### config.mk
export PLATFORM = sky130hd
export DESIGN_NAME = id_stage_flat
export DESIGN_NICKNAME = d
export VERILOG_FILES = /design/src/rtl/id_stage_if.sv /design/src/rtl/id_stage.sv /design/src/flat_wrapper.sv
export SDC_FILE = /design/constraint.sdc
export NUM_CORES = 1
export LEC_CHECK = 0
export BUFFER_PORTS_ARGS = -buffer_cell sky130_fd_sc_hd__buf_2
export CORE_AREA = 2 2 127 129
export CTS_CLUSTER_SIZE = 20
export DETAILED_ROUTE_END_ITERATION = 7
export DIE_AREA = 0 0 129 131
export GPL_ROUTABILITY_DRIVEN = 0
export SLEW_MARGIN = 20
export SYNTH_ARGS = -nofsm -noshare
export SYNTH_HDL_FRONTEND = slang
export SYNTH_SLANG_ARGS = --single-unit
### constraint.sdc
create_clock -name clk -period 2.98 [get_ports clk]
set_clock_uncertainty 0.1 [all_clocks]
set_input_delay 0.298 -clock clk [delete_from_list [all_inputs] [get_ports clk]]
set_output_delay 0.298 -clock clk [all_outputs]
set_load 0.02 [all_outputs]
### src/rtl/id_stage_if.sv
`default_nettype none
// ============================================================================
//  Module      : id_stage_if
//  Description : Bundle of the decode-stage signals: the fetch-side input
//                handshake, the flush and execute-stage hazard inputs, and
//                the registered decode outputs toward execute.
//                slave  - used by id_stage
//                master - used by whatever drives fetch/execute side
//  Revision    : 1.0 - initial release
// ============================================================================
interface id_stage_if #(
    parameter int XLEN = 32
);
    // fetch side
    logic            in_valid_i;
    logic            in_ready_o;
    logic [31:0]     ins_i;
    logic [XLEN-1:0] ins_addr_i;
    // control / hazard inputs
    logic            flush_i;
    logic            ex_load_i;
    logic [4:0]      ex_rd_i;
    // execute side
    logic            out_valid_o;
    logic            out_ready_i;
    logic [31:0]     ins_o;
    logic [XLEN-1:0] ins_addr_o;
    logic [4:0]      rs1_addr_o;
    logic [4:0]      rs2_addr_o;
    logic [4:0]      rd_addr_o;
    logic [XLEN-1:0] imm_o;
    logic            illegal_o;

    modport slave (
        input  in_valid_i, ins_i, ins_addr_i, flush_i, ex_load_i, ex_rd_i,
               out_ready_i,
        output in_ready_o, out_valid_o, ins_o, ins_addr_o, rs1_addr_o,
               rs2_addr_o, rd_addr_o, imm_o, illegal_o
    );

    modport master (
        output in_valid_i, ins_i, ins_addr_i, flush_i, ex_load_i, ex_rd_i,
               out_ready_i,
        input  in_ready_o, out_valid_o, ins_o, ins_addr_o, rs1_addr_o,
               rs2_addr_o, rd_addr_o, imm_o, illegal_o
    );
endinterface
`default_nettype wire

### src/rtl/id_stage.sv
`default_nettype none
// ============================================================================
//  Module      : id_stage
//  Description : Registered RV32I instruction-decode stage. Decodes register
//                addresses, sign-extended immediate and an illegal-opcode
//                flag from the fetched word, holds them in a valid/ready
//                pipeline register, inserts bubbles on load-use hazards
//                against execute and kills the held instruction on flush.
//  Ports       : clk  - clock, rising edge
//                rst  - synchronous active-high reset
//                bus  - id_stage_if.slave (fetch handshake, flush, hazard
//                       inputs, decoded outputs toward execute)
//  Revision    : 1.0 - initial release
// ============================================================================
module id_stage #(
    parameter int          XLEN    = 32,
    parameter logic [31:0] NOP_INS = 32'h0000_0013
) (
    input  logic       clk,
    input  logic       rst,
    id_stage_if.slave  bus
);

    localparam logic [6:0] c_opc_op_imm = 7'b0010011;
    localparam logic [6:0] c_opc_load   = 7'b0000011;
    localparam logic [6:0] c_opc_jalr   = 7'b1100111;
    localparam logic [6:0] c_opc_op     = 7'b0110011;
    localparam logic [6:0] c_opc_store  = 7'b0100011;
    localparam logic [6:0] c_opc_branch = 7'b1100011;
    localparam logic [6:0] c_opc_lui    = 7'b0110111;
    localparam logic [6:0] c_opc_auipc  = 7'b0010111;
    localparam logic [6:0] c_opc_jal    = 7'b1101111;

    // ------------------------------------------------------------------
    // Combinational decode of the incoming word
    // ------------------------------------------------------------------
    logic [31:0]     w_ins;
    logic [6:0]      w_opcode;
    logic            w_rs1_used;
    logic            w_rs2_used;
    logic            w_rd_used;
    logic            w_illegal;
    logic [31:0]     w_imm32;
    logic [4:0]      w_rs1;
    logic [4:0]      w_rs2;
    logic [4:0]      w_rd;
    logic [XLEN-1:0] w_imm;

    assign w_ins    = bus.ins_i;
    assign w_opcode = w_ins[6:0];

    always_comb begin
        w_rs1_used = 1'b0;
        w_rs2_used = 1'b0;
        w_rd_used  = 1'b0;
        w_illegal  = 1'b0;
        w_imm32    = 32'd0;
        case (w_opcode)
            c_opc_op_imm, c_opc_load, c_opc_jalr: begin
                w_rs1_used = 1'b1;
                w_rd_used  = 1'b1;
                w_imm32    = {{20{w_ins[31]}}, w_ins[31:20]};
            end
            c_opc_op: begin
                w_rs1_used = 1'b1;
                w_rs2_used = 1'b1;
                w_rd_used  = 1'b1;
            end
            c_opc_store: begin
                w_rs1_used = 1'b1;
                w_rs2_used = 1'b1;
                w_imm32    = {{20{w_ins[31]}}, w_ins[31:25], w_ins[11:7]};
            end
            c_opc_branch: begin
                w_rs1_used = 1'b1;
                w_rs2_used = 1'b1;
                w_imm32    = {{19{w_ins[31]}}, w_ins[31], w_ins[7],
                              w_ins[30:25], w_ins[11:8], 1'b0};
            end
            c_opc_lui, c_opc_auipc: begin
                w_rd_used  = 1'b1;
                w_imm32    = {w_ins[31:12], 12'd0};
            end
            c_opc_jal: begin
                w_rd_used  = 1'b1;
                w_imm32    = {{11{w_ins[31]}}, w_ins[31], w_ins[19:12],
                              w_ins[20], w_ins[30:21], 1'b0};
            end
            default: begin
                w_illegal  = 1'b1;
            end
        endcase

        w_rs1 = w_rs1_used ? w_ins[19:15] : 5'd0;
        w_rs2 = w_rs2_used ? w_ins[24:20] : 5'd0;
        w_rd  = w_rd_used  ? w_ins[11:7]  : 5'd0;

        // Every 32-bit immediate above already carries ins[31] in bit 31,
        // so widening to XLEN only replicates that bit upward.
        w_imm        = {XLEN{w_imm32[31]}};
        w_imm[31:0]  = w_imm32;
    end

    // ------------------------------------------------------------------
    // Handshake and hazard
    // ------------------------------------------------------------------
    logic r_out_valid;
    logic w_hazard;
    logic w_adv;
    logic w_load;

    // Unused sources decode to x0 and ex_rd_i = 0 is excluded, so x0 can
    // never produce a stall.
    assign w_hazard = bus.in_valid_i && bus.ex_load_i && (bus.ex_rd_i != 5'd0) &&
                      ((w_rs1_used && (w_rs1 == bus.ex_rd_i)) ||
                       (w_rs2_used && (w_rs2 == bus.ex_rd_i)));

    assign w_adv    = !r_out_valid || bus.out_ready_i;

    // rst is folded in so fetch never sees a transfer that reset discards.
    assign bus.in_ready_o = w_adv && !w_hazard && !bus.flush_i && !rst;

    assign w_load   = w_adv && bus.in_valid_i && !w_hazard;

    // ------------------------------------------------------------------
    // Pipeline register
    // ------------------------------------------------------------------
    logic [31:0]     r_ins;
    logic [XLEN-1:0] r_ins_addr;
    logic [4:0]      r_rs1;
    logic [4:0]      r_rs2;
    logic [4:0]      r_rd;
    logic [XLEN-1:0] r_imm;
    logic            r_illegal;

    always_ff @(posedge clk) begin
        if (rst || bus.flush_i || (w_adv && !w_load)) begin
            // bubble: reset, flush (wins even under backpressure), or a free
            // slot with nothing acceptable to put in it
            r_out_valid <= 1'b0;
            r_ins       <= NOP_INS;
            r_ins_addr  <= '0;
            r_rs1       <= 5'd0;
            r_rs2       <= 5'd0;
            r_rd        <= 5'd0;
            r_imm       <= '0;
            r_illegal   <= 1'b0;
        end else if (w_load) begin
            r_out_valid <= 1'b1;
            r_ins       <= w_ins;
            r_ins_addr  <= bus.ins_addr_i;
            r_rs1       <= w_rs1;
            r_rs2       <= w_rs2;
            r_rd        <= w_rd;
            r_imm       <= w_imm;
            r_illegal   <= w_illegal;
        end
        // !w_adv: execute is stalled, hold everything
    end

    assign bus.out_valid_o = r_out_valid;
    assign bus.ins_o       = r_ins;
    assign bus.ins_addr_o  = r_ins_addr;
    assign bus.rs1_addr_o  = r_rs1;
    assign bus.rs2_addr_o  = r_rs2;
    assign bus.rd_addr_o   = r_rd;
    assign bus.imm_o       = r_imm;
    assign bus.illegal_o   = r_illegal;

endmodule
`default_nettype wire

### src/flat_wrapper.sv
// flat-port wrapper written by rule: the top's interface ports become plain ports
module id_stage_flat 
#(
    parameter int          XLEN    = 32,
    parameter logic [31:0] NOP_INS = 32'h0000_0013
)
  (clk, rst, bus_in_valid_i, bus_ins_i, bus_ins_addr_i, bus_flush_i, bus_ex_load_i, bus_ex_rd_i, bus_out_ready_i, bus_in_ready_o, bus_out_valid_o, bus_ins_o, bus_ins_addr_o, bus_rs1_addr_o, bus_rs2_addr_o, bus_rd_addr_o, bus_imm_o, bus_illegal_o);
  id_stage_if #(.XLEN(XLEN)) bus_i ();
  input  logic clk;
  input  logic rst;
  input wire logic [$bits(bus_i.in_valid_i)-1:0] bus_in_valid_i;
  input wire logic [$bits(bus_i.ins_i)-1:0] bus_ins_i;
  input wire logic [$bits(bus_i.ins_addr_i)-1:0] bus_ins_addr_i;
  input wire logic [$bits(bus_i.flush_i)-1:0] bus_flush_i;
  input wire logic [$bits(bus_i.ex_load_i)-1:0] bus_ex_load_i;
  input wire logic [$bits(bus_i.ex_rd_i)-1:0] bus_ex_rd_i;
  input wire logic [$bits(bus_i.out_ready_i)-1:0] bus_out_ready_i;
  output wire logic [$bits(bus_i.in_ready_o)-1:0] bus_in_ready_o;
  output wire logic [$bits(bus_i.out_valid_o)-1:0] bus_out_valid_o;
  output wire logic [$bits(bus_i.ins_o)-1:0] bus_ins_o;
  output wire logic [$bits(bus_i.ins_addr_o)-1:0] bus_ins_addr_o;
  output wire logic [$bits(bus_i.rs1_addr_o)-1:0] bus_rs1_addr_o;
  output wire logic [$bits(bus_i.rs2_addr_o)-1:0] bus_rs2_addr_o;
  output wire logic [$bits(bus_i.rd_addr_o)-1:0] bus_rd_addr_o;
  output wire logic [$bits(bus_i.imm_o)-1:0] bus_imm_o;
  output wire logic [$bits(bus_i.illegal_o)-1:0] bus_illegal_o;
  assign bus_i.in_valid_i = bus_in_valid_i;
  assign bus_i.ins_i = bus_ins_i;
  assign bus_i.ins_addr_i = bus_ins_addr_i;
  assign bus_i.flush_i = bus_flush_i;
  assign bus_i.ex_load_i = bus_ex_load_i;
  assign bus_i.ex_rd_i = bus_ex_rd_i;
  assign bus_i.out_ready_i = bus_out_ready_i;
  assign bus_in_ready_o = bus_i.in_ready_o;
  assign bus_out_valid_o = bus_i.out_valid_o;
  assign bus_ins_o = bus_i.ins_o;
  assign bus_ins_addr_o = bus_i.ins_addr_o;
  assign bus_rs1_addr_o = bus_i.rs1_addr_o;
  assign bus_rs2_addr_o = bus_i.rs2_addr_o;
  assign bus_rd_addr_o = bus_i.rd_addr_o;
  assign bus_imm_o = bus_i.imm_o;
  assign bus_illegal_o = bus_i.illegal_o;
  id_stage #(.XLEN(XLEN), .NOP_INS(NOP_INS)) u_core (.clk(clk), .rst(rst), .bus(bus_i));
endmodule
# == Yosys cells after proc, flatten, opt, wreduce, memory -nomap -nowiden ==
# Cells that the tools add are included.
# word_totals
reg_bits,113
# op_classes
n_eq_ne,11
n_mux,8
reduce_logical,27
# ops
cell,count
32-bit case mux with 5 select lines,1
"7-bit by 6-bit == test with 1-bit output, second input constant",3
"7-bit == test, second input constant",3
5-bit two-way mux,3
"7-bit by 5-bit == test with 1-bit output, second input constant",2
1-bit logical AND,11
5-bit == test,2
9-bit OR reduction,1
"7-bit by 2-bit == test with 1-bit output, second input constant",1
7-bit OR reduction,1
3-bit OR reduction,2
6-bit OR reduction,1
1-bit logical NOT,5
5-bit nonzero test,1
1-bit logical OR,4
1-bit two-way mux,4
2-bit OR reduction,1

# == Depth between registers and ports, before layout ==
# Gate-level depths: netlist of the first run.
# logic_depth
word_depth,13
mapped_depth,10

# == Least setup slack after synthesis of the first run ==
# No wires, ideal clock.
# synth_path
kind,input to output
startpoint,input port bus_ex_rd_i[1]
endpoint,output port bus_in_ready_o
arrival_ns,2.103
required_time_ns,2.582
path_slack_ns,0.479
path_stages,7
n_path_buf,3
path_cell_list,or3_1 o311a_1 and4_1 buf_6 buf_6 clkbuf_1 nor3_1
# synth_via
elab_chain_len,8
# synth_rtl
item,line_no,text
"start, declared",flat_wrapper.sv:16,input wire logic [$bits(bus_i.ex_rd_i)-1:0] bus_ex_rd_i;
"5-bit == test, on equally long branches","id_stage.sv:115, id_stage.sv:116",
"1-bit logical AND, on equally long branches","id_stage.sv:115, id_stage.sv:116",
1-bit logical OR,id_stage.sv:115,((w_rs1_used && (w_rs1 == bus.ex_rd_i)) ||
1-bit logical AND (*),id_stage.sv:114,assign w_hazard = bus.in_valid_i && bus.ex_load_i && (bus.ex_rd_i != 5'd0) &&
1-bit logical NOT (*),id_stage.sv:121,assign bus.in_ready_o = w_adv && !w_hazard && !bus.flush_i && !rst;
1-bit logical AND (*) (3 in series),id_stage.sv:121,
"end, declared",flat_wrapper.sv:18,output wire logic [$bits(bus_i.in_ready_o)-1:0] bus_in_ready_o;
# Every way passes the cells marked *; elsewhere a longest branch is shown, timed or not.

# == Worst setup path after layout of the first run ==
# layout_path
startpoint,input port bus_ins_i[4]
endpoint,output port bus_in_ready_o
# layout_via
elab_chain_len,12
# layout_rtl
item,line_no,text
"start, declared",flat_wrapper.sv:12,input wire logic [$bits(bus_i.ins_i)-1:0] bus_ins_i;
7-bit by 6-bit == test with 1-bit output (tied with other cells),id_stage.sv:58,case (w_opcode)
6-bit OR reduction (no source line) / 3-bit OR reduction (equally long branches),n/a,
1-bit two-way mux,id_stage.sv:58,
"5-bit two-way mux, on equally long branches","id_stage.sv:94, id_stage.sv:95",
"5-bit == test, on equally long branches","id_stage.sv:115, id_stage.sv:116",
"1-bit logical AND, on equally long branches","id_stage.sv:115, id_stage.sv:116",
1-bit logical OR (*),id_stage.sv:115,
1-bit logical AND (*),id_stage.sv:114,
1-bit logical NOT (*),id_stage.sv:121,
1-bit logical AND (*) (3 in series),id_stage.sv:121,
# Marks and branches as above.

==> metrics, run 1 <==
status complete, no violations; Fin. Hold Viols 0; post-synthesis instance area 0.00454 sq mm; time the worst path needs with I/O delays and setup 2.44 ns; overall routed net length 15800 microns; switching share of power 0.247; antenna diode instance count 0; Floorplan Core Area 0.0156 sq mm; most repeated library cell on the critical path sky130_fd_sc_hd__buf_2; vias per std cell 5.05; number of clock buffers inserted by TritonCTS 17; count of unique library cells instantiated by Yosys 48; crit path max fanout 11; proportion of power drawn by flip-flops and latches 0.396; Area growth, synth to finish 43.9%; core utilization of the finished layout 0.419; Max Root-Sink Buffers 2; number of nets in the synthesized netlist 531; initial cell density of the core 0.291; DRT Pass-1 Iters 4; upper clock frequency limit 410 MHz; Most used DFF post-synth sky130_fd_sc_hd__dfxtp_1; DRT antenna net count 0; max-slew violation count 0; total of flip-flops plus latches after synthesis 113; Hold Path Class input port to flip-flop; # setup viols final 0; mean cell area of the mapped netlist 9.96 sq um; cell-by-cell listing of the critical path buf_2, nand2b_1, a2111oi_0, and4_1, nor3_1, buf_2; Worst Tran Pin Value 0.894 ns; number of cells traversed by the worst hold path 2; Net Switching 0.969 mW; fraction of post-synthesis cell area in the top cell type by area 0.498; overall die height 131 microns; Rel. slew slack 0.399; sequential-to-total area share from yosys stat 0.498; worst-case setup slack after placement 0.300 ns; count of input and output buffers 188; share of power burned in the clock network 0.523; area leader, netlist sky130_fd_sc_hd__dfxtp_1; setup total negative slack 0 ns; area enclosed by the die boundary 0.0169 sq mm; library cell contributing the largest single delay on the critical path sky130_fd_sc_hd__a2111oi_0; total vias in the final route 4469; worst hold margin 0.0244 ns; antenna violations before repair 0; delay contributed by the slowest stage of the critical path 0.57 ns; layout cells sized above 1 0.359; startpoint class of the critical path input port; width of the die 129 microns; final worst slack 0.538 ns; leading post-synthesis cells by cell area sky130_fd_sc_hd__dfxtp_1 50%, sky130_fd_sc_hd__a22o_1 11%, sky130_fd_sc_hd__o31ai_1 4.5%; fraction of the cycle the final worst path needs 0.819; max-capacitance violation count 0; largest vdd supply drop 0.381 mV; pwr/cell area 601 mW/mm^2; # clock sinks 113; number of global-route vias before repair 4222; Setup CP Type input port to primary output; internal power component 2.96 mW; largest net degree at the start of global routing 87; Reg clk slew, reported paths 0.05 ns; arrival time of data at the critical path endpoint 2.04 ns; worst-case reg-to-reg path depth 4; CP Capture Type primary output; detailed-placement wirelength estimate 11200 microns; clock tree from TritonCTS built; number of top-level design ports 189; number of cells in the finished layout apart from fillers 885; cell count after placement 824; unrepaired setup endpoints after global routing false; Post-CTS Repair Setup Buffers 0; first-pass GRT wire length 23600 microns; GR Util All Layers 0.184; leakage component of the power 2.86 nW; number of synthesized flops with an enable pin 0; total congestion overflow after global routing 0; average wire per cell in the routed design 17.9 microns; Residual DRC 0; cell at the root of the clock tree sky130_fd_sc_hd__clkbuf_16; fin nets 731; WP data required 2.58 ns; number of levels the H-tree was split into 4; number of instances in the synthesized netlist 456; Std-Cell Rows 46; asr flop ratio synth 0; combinational fraction of design power 0.082; DR iter-0 viols 274; number of synthesis warnings 0; clock latency on the worst-skew pair 0.41 ns
[worst paths after layout]
kind	start	end	slack (ns)
worst max-delay path	bus_ins_i[4]	bus_in_ready_o	0.54
worst min-delay path	bus_ins_addr_i[13]	u_core.bus.ins_addr_o[13]	0.02
worst max register to register	u_core.bus.out_valid_o	u_core.bus.imm_o[11]	1.15
worst min register to register	u_core.bus.ins_o[31]	u_core.bus.ins_o[31]	0.35
[registers in the layout, summed over array words and instances, names as in the netlist]
name,flops
u_core.bus.ins_o,32
u_core.bus.rd_addr_o,5
u_core.bus.imm_o,32
u_core.bus.rs1_addr_o,5
u_core.bus.out_valid_o,1
u_core.bus.ins_addr_o,32
u_core.bus.illegal_o,1
u_core.bus.rs2_addr_o,5
[worst max-delay path: cells and delay by family]
kind | cells | cell delay, ns
compound gates | 1 | 0.57
buf+inv | 2 | 0.35
simple gates | 3 | 0.83
[Yosys cell counts, types with 7 or more instances]
cell                       instances
sky130_fd_sc_hd__nor2_1           10
sky130_fd_sc_hd__a22o_1           58
sky130_fd_sc_hd__or4_1            18
sky130_fd_sc_hd__nand4b_1          7
sky130_fd_sc_hd__xor2_1            9
sky130_fd_sc_hd__a21oi_1          23
sky130_fd_sc_hd__o21ai_1          19
sky130_fd_sc_hd__o31ai_1          27
sky130_fd_sc_hd__dfxtp_1         113
sky130_fd_sc_hd__nand2_1          40
sky130_fd_sc_hd__buf_2            14
sky130_fd_sc_hd__a211oi_1         23
sky130_fd_sc_hd__clkbuf_1         26
[placed cells by master (no fill, tap or decap), types with 2 or more instances in the layout]
master                          synthesis  layout
sky130_fd_sc_hd__a22oi_1                4       4
sky130_fd_sc_hd__and4_1                 2       2
sky130_fd_sc_hd__a22o_1                58      58
sky130_fd_sc_hd__clkbuf_16              0      17
sky130_fd_sc_hd__or4_1                 18      18
sky130_fd_sc_hd__nand2b_1               2       2
sky130_fd_sc_hd__a2111oi_0              2       2
sky130_fd_sc_hd__inv_1                  4       4
sky130_fd_sc_hd__nand4_1                3       3
sky130_fd_sc_hd__o22a_1                 3       3
sky130_fd_sc_hd__clkinvlp_4             0       3
sky130_fd_sc_hd__nor2b_1                3       3
sky130_fd_sc_hd__a32o_1                 6       6
sky130_fd_sc_hd__buf_2                 14     188
sky130_fd_sc_hd__clkbuf_8               0       2
sky130_fd_sc_hd__and3b_1                2       2
sky130_fd_sc_hd__clkinv_4               0       2
sky130_fd_sc_hd__nor3b_1                6       6
sky130_fd_sc_hd__xor2_1                 9       9
sky130_fd_sc_hd__a21oi_1               23      23
sky130_fd_sc_hd__nor3_1                 3       3
sky130_fd_sc_hd__buf_12                 0       2
sky130_fd_sc_hd__nand2_1               40      40
sky130_fd_sc_hd__dfxtp_1              113     113
sky130_fd_sc_hd__buf_4                  1      10
sky130_fd_sc_hd__nand4b_1               7       7
sky130_fd_sc_hd__o31ai_1               27      27
sky130_fd_sc_hd__a211oi_1              23      23
sky130_fd_sc_hd__o21ai_1               19      19
sky130_fd_sc_hd__bufinv_16              0       2
sky130_fd_sc_hd__inv_6                  0       5
sky130_fd_sc_hd__and4b_1                2       2
sky130_fd_sc_hd__dlygate4sd3_1          0      29
sky130_fd_sc_hd__nor2_1                10       9
[what timing repair did]
item,in CTS,in global routing
hold buffers,28,1
endpoints found under the hold margin,28,1
gates resized for setup,0,0
setup endpoints to repair,0,0
[cell type report]
cell class                      instances  area (sq um)
Fill cell                            1531          9060
Sequential cell                       113          2260
Multi-Input combinational cell        291          2040
Timing Repair Buffer                  229          1350
Clock buffer                           19           453
Tap cell                              216           270
Clock inverter                         13           149
Inverter                                4          15.0
[per-stage QoR]
step	total power, mW	area, sq um
6_report	3.93	6530
4_1_cts	3.96	6520
2_1_floorplan	1.73	4540
5_1_grt	4.08	6530
3_5_place_dp	1.87	5640
3_3_place_gp	1.87	5640
[metal layers]
layer	global-route usage	wire, microns
met1	0.236	6840
met2	0.294	7780
met3	0.0505	845
met4	0.0761	371
met5	0	0
[power by group through the flow]
| stage | Sequential (mW) | Combinational (mW) | Clock, mW |
|---|---|---|---|
| 2_1_floorplan | 1.62 | 0.117 | 0 |
| 3_3_place_gp | 1.58 | 0.284 | 0 |
| 3_5_place_dp | 1.58 | 0.289 | 0 |
| 4_1_cts | 1.55 | 0.319 | 2.09 |
| 5_1_grt | 1.55 | 0.343 | 2.18 |
| 6_report | 1.55 | 0.321 | 2.05 |
[cells by family (layout without fill, tap and decap cells)]
kind of cell	Yosys count	count (layout)	share of synthesized area
AOI/OAI and AO/OA	173	173	0.285
xor gates and xnor gates	9	9	0.0174
buffers and inverters	52	265	0.0562
DFF	113	113	0.498
muxes	2	2	0.00468
and+or+nand+nor	107	107	0.139
Note: power is estimated with default switching activity, not from simulation.
==> run 2, diff against run 1 <==
Clock period 2.98 ns to 2.17 ns, I/O delays scaled along.
==> run 2 against run 1 <==
Hold slack better by 0.035 ns; non-clock buffer count is 64 higher; wire length is 3.8% higher; largest power group unchanged; global-route usage is 0.50 points higher; final area is 10% higher; sequential share of layout area is 3.2 points lower; via count is 6.2% higher.
==> metrics, run 2 (synthesis results as in run 1) <==
combinational fraction of design power 0.097; worst-case setup slack after placement -0.316 ns; fraction of the cycle the final worst path needs 0.973; overall routed net length 16400 microns; cell at the root of the clock tree sky130_fd_sc_hd__clkbuf_16; pwr/cell area 772 mW/mm^2; internal power component 4.27 mW; Rel. slew slack 0.638; Area growth, synth to finish 58.3%; Hold Path Class input port to flip-flop; final worst slack 0.0579 ns; share of power burned in the clock network 0.518; dominant delay contributor by cell family on the critical path simple AND/OR/NAND/NOR gates; Reg clk slew, reported paths 0.06 ns; proportion of power drawn by flip-flops and latches 0.384; crit path capture bus_in_ready_o; leakage component of the power 3.20 nW; overall die height 131 microns; library cell contributing the largest single delay on the critical path sky130_fd_sc_hd__o311a_1; Residual DRC 0; RR Endpoint u_core.bus.illegal_o; count of input and output buffers 188; Max Root-Sink Buffers 2; GR Util All Layers 0.189; timing startpoint of the critical path bus_ex_rd_i[3]; worst-case reg-to-reg path depth 4; number of top-level design ports 189; most common cell after layout, fill and taps aside sky130_fd_sc_hd__buf_2; largest net degree at the start of global routing 87; Buf+Inv Stages, Crit Path 4; # setup viols final 0; max-capacitance violation count 0; crit path max fanout 4; most repeated library cell on the critical path sky130_fd_sc_hd__buf_4; first-pass GRT wire length 24400 microns; CP Capture Type primary output; Net Switching 1.29 mW; initial cell density of the core 0.291; total congestion overflow after global routing 0; layout cells sized above 1 0.394; detailed-placement wirelength estimate 11700 microns; largest vdd supply drop 0.517 mV; number of levels the H-tree was split into 4; width of the die 129 microns; Floorplan Core Area 0.0156 sq mm; delay contributed by the slowest stage of the critical path 0.38 ns; # clock sinks 113; DRT antenna net count 0; antenna violations before repair 0; Fin. Hold Viols 0; most frequent cells in the layout 187 x sky130_fd_sc_hd__buf_2, 113 x sky130_fd_sc_hd__dfxtp_1, 58 x sky130_fd_sc_hd__a22o_1; register-to-register path setup slack 0.30 ns; DR iter-0 viols 315; cell-by-cell listing of the critical path buf_2, or3_1, o311a_1, and4_4, buf_6, buf_4, nor3_2, buf_4; time the worst path needs with I/O delays and setup 2.11 ns; total vias in the final route 4745; antenna diode instance count 0; area enclosed by the die boundary 0.0169 sq mm; max-slew violation count 0; Setup CP Type input port to primary output; WP data required 1.85 ns; clock tree from TritonCTS built; number of clock buffers inserted by TritonCTS 17; unrepaired setup endpoints after global routing true; average wire per cell in the routed design 17.3 microns; status complete, no violations; clock latency on the worst-skew pair 0.41 ns; switching share of power 0.232; vias per std cell 5.00; fin nets 795; # fillers 1477; startpoint class of the critical path input port; setup total negative slack 0 ns; arrival time of data at the critical path endpoint 1.80 ns; Worst Tran Pin Value 0.541 ns; upper clock frequency limit 473 MHz; number of global-route vias before repair 4554; stages on the worst setup path 8; Crit Reg-Reg Startpoint u_core.bus.out_valid_o; Std-Cell Rows 46; DRT Pass-1 Iters 5
[run 2: changes by cell type in the layout (fill, tap and decap cells not counted), sizes merged]
cell         previous run  this run
clkinv                  3         6
inv                     9         4
bufinv                  2         3
clkbuf                 19        20
buf                   200       244
dlygate4sd3            29        49
[run 2: per-stage QoR]
| stage | area [sq um] | hold WS, ns | utilization | instances | power, mW |
|---|---|---|---|---|---|
| 2_1_floorplan | 4560 | 0.243 | - | 456 | 2.38 |
| 3_3_place_gp | 6040 | 0.333 | 0.387 | 866 | 2.63 |
| 3_5_place_dp | 6040 | 0.331 | 0.387 | 866 | 2.64 |
| 4_1_cts | 7160 | 0.0410 | 0.459 | 947 | 5.60 |
| 5_1_grt | 7190 | 0.0383 | 0.461 | 949 | 5.76 |
| 6_report | 7190 | 0.0592 | 0.461 | 949 | 5.55 |
[run 2: worst reg2reg max path, delay by kind of cell (launching register included)]
| kind | cells | cell delay (ns) |
|---|---|---|
| flip-flops | 1 | 0.32 |
| AND/OR/NAND/NOR | 3 | 1.08 |
| AO/OA/AOI/OAI | 1 | 0.29 |
[run 2: cell type report]
class | count | area (sq um) | area share
Clock buffer | 20 | 467 | 0.0649
Clock inverter | 12 | 158 | 0.0219
Inverter | 4 | 15.0 | 0.00209
Multi-Input combinational cell | 291 | 2060 | 0.287
Sequential cell | 113 | 2260 | 0.315
Tap cell | 216 | 270 | 0.0376
Timing Repair Buffer | 293 | 1960 | 0.272
[run 2: power by group through the flow]
stage / combinational (mW) / clock (mW) / sequential [mW]
6_report: 0.540 / 2.88 / 2.13
5_1_grt: 0.576 / 3.05 / 2.14
3_3_place_gp: 0.452 / 0 / 2.18
4_1_cts: 0.530 / 2.94 / 2.13
3_5_place_dp: 0.458 / 0 / 2.18
2_1_floorplan: 0.162 / 0 / 2.22
[run 2: how the worst min path moves through the flow]
stage | from | endpoint | slack, ns | depth (start not counted)
2_1_floorplan | bus_ins_addr_i[0] | u_core.bus.ins_addr_o[0] | 0.24 | 1
3_3_place_gp | bus_ins_addr_i[2] | u_core.bus.ins_addr_o[2] | 0.33 | 2
3_5_place_dp | bus_ins_addr_i[17] | u_core.bus.ins_addr_o[17] | 0.33 | 2
4_1_cts | bus_ins_i[15] | u_core.bus.ins_o[15] | 0.04 | 2
5_1_grt | bus_ins_i[15] | u_core.bus.ins_o[15] | 0.04 | 2
6_report | bus_ins_i[15] | u_core.bus.ins_o[15] | 0.06 | 2
[run 2: timing repair]
action | 4_1_cts | 5_1_grt
pin swaps | 1 | 4
resized for setup | 4 | 5
hold buffers | 49 | 0
setup endpoints to repair | 1 | 1
buffers inserted | 0 | 2
endpoints found under the hold margin | 53 | 0
[run 2: metal layers]
layer  share of wire  vias up  GRT usage
met3           0.074       14     0.0623
met4           0.013        0     0.0614
li1                -     2278          -
met5               0        -          0
met2            0.48      191      0.329
met1            0.43     2262      0.221
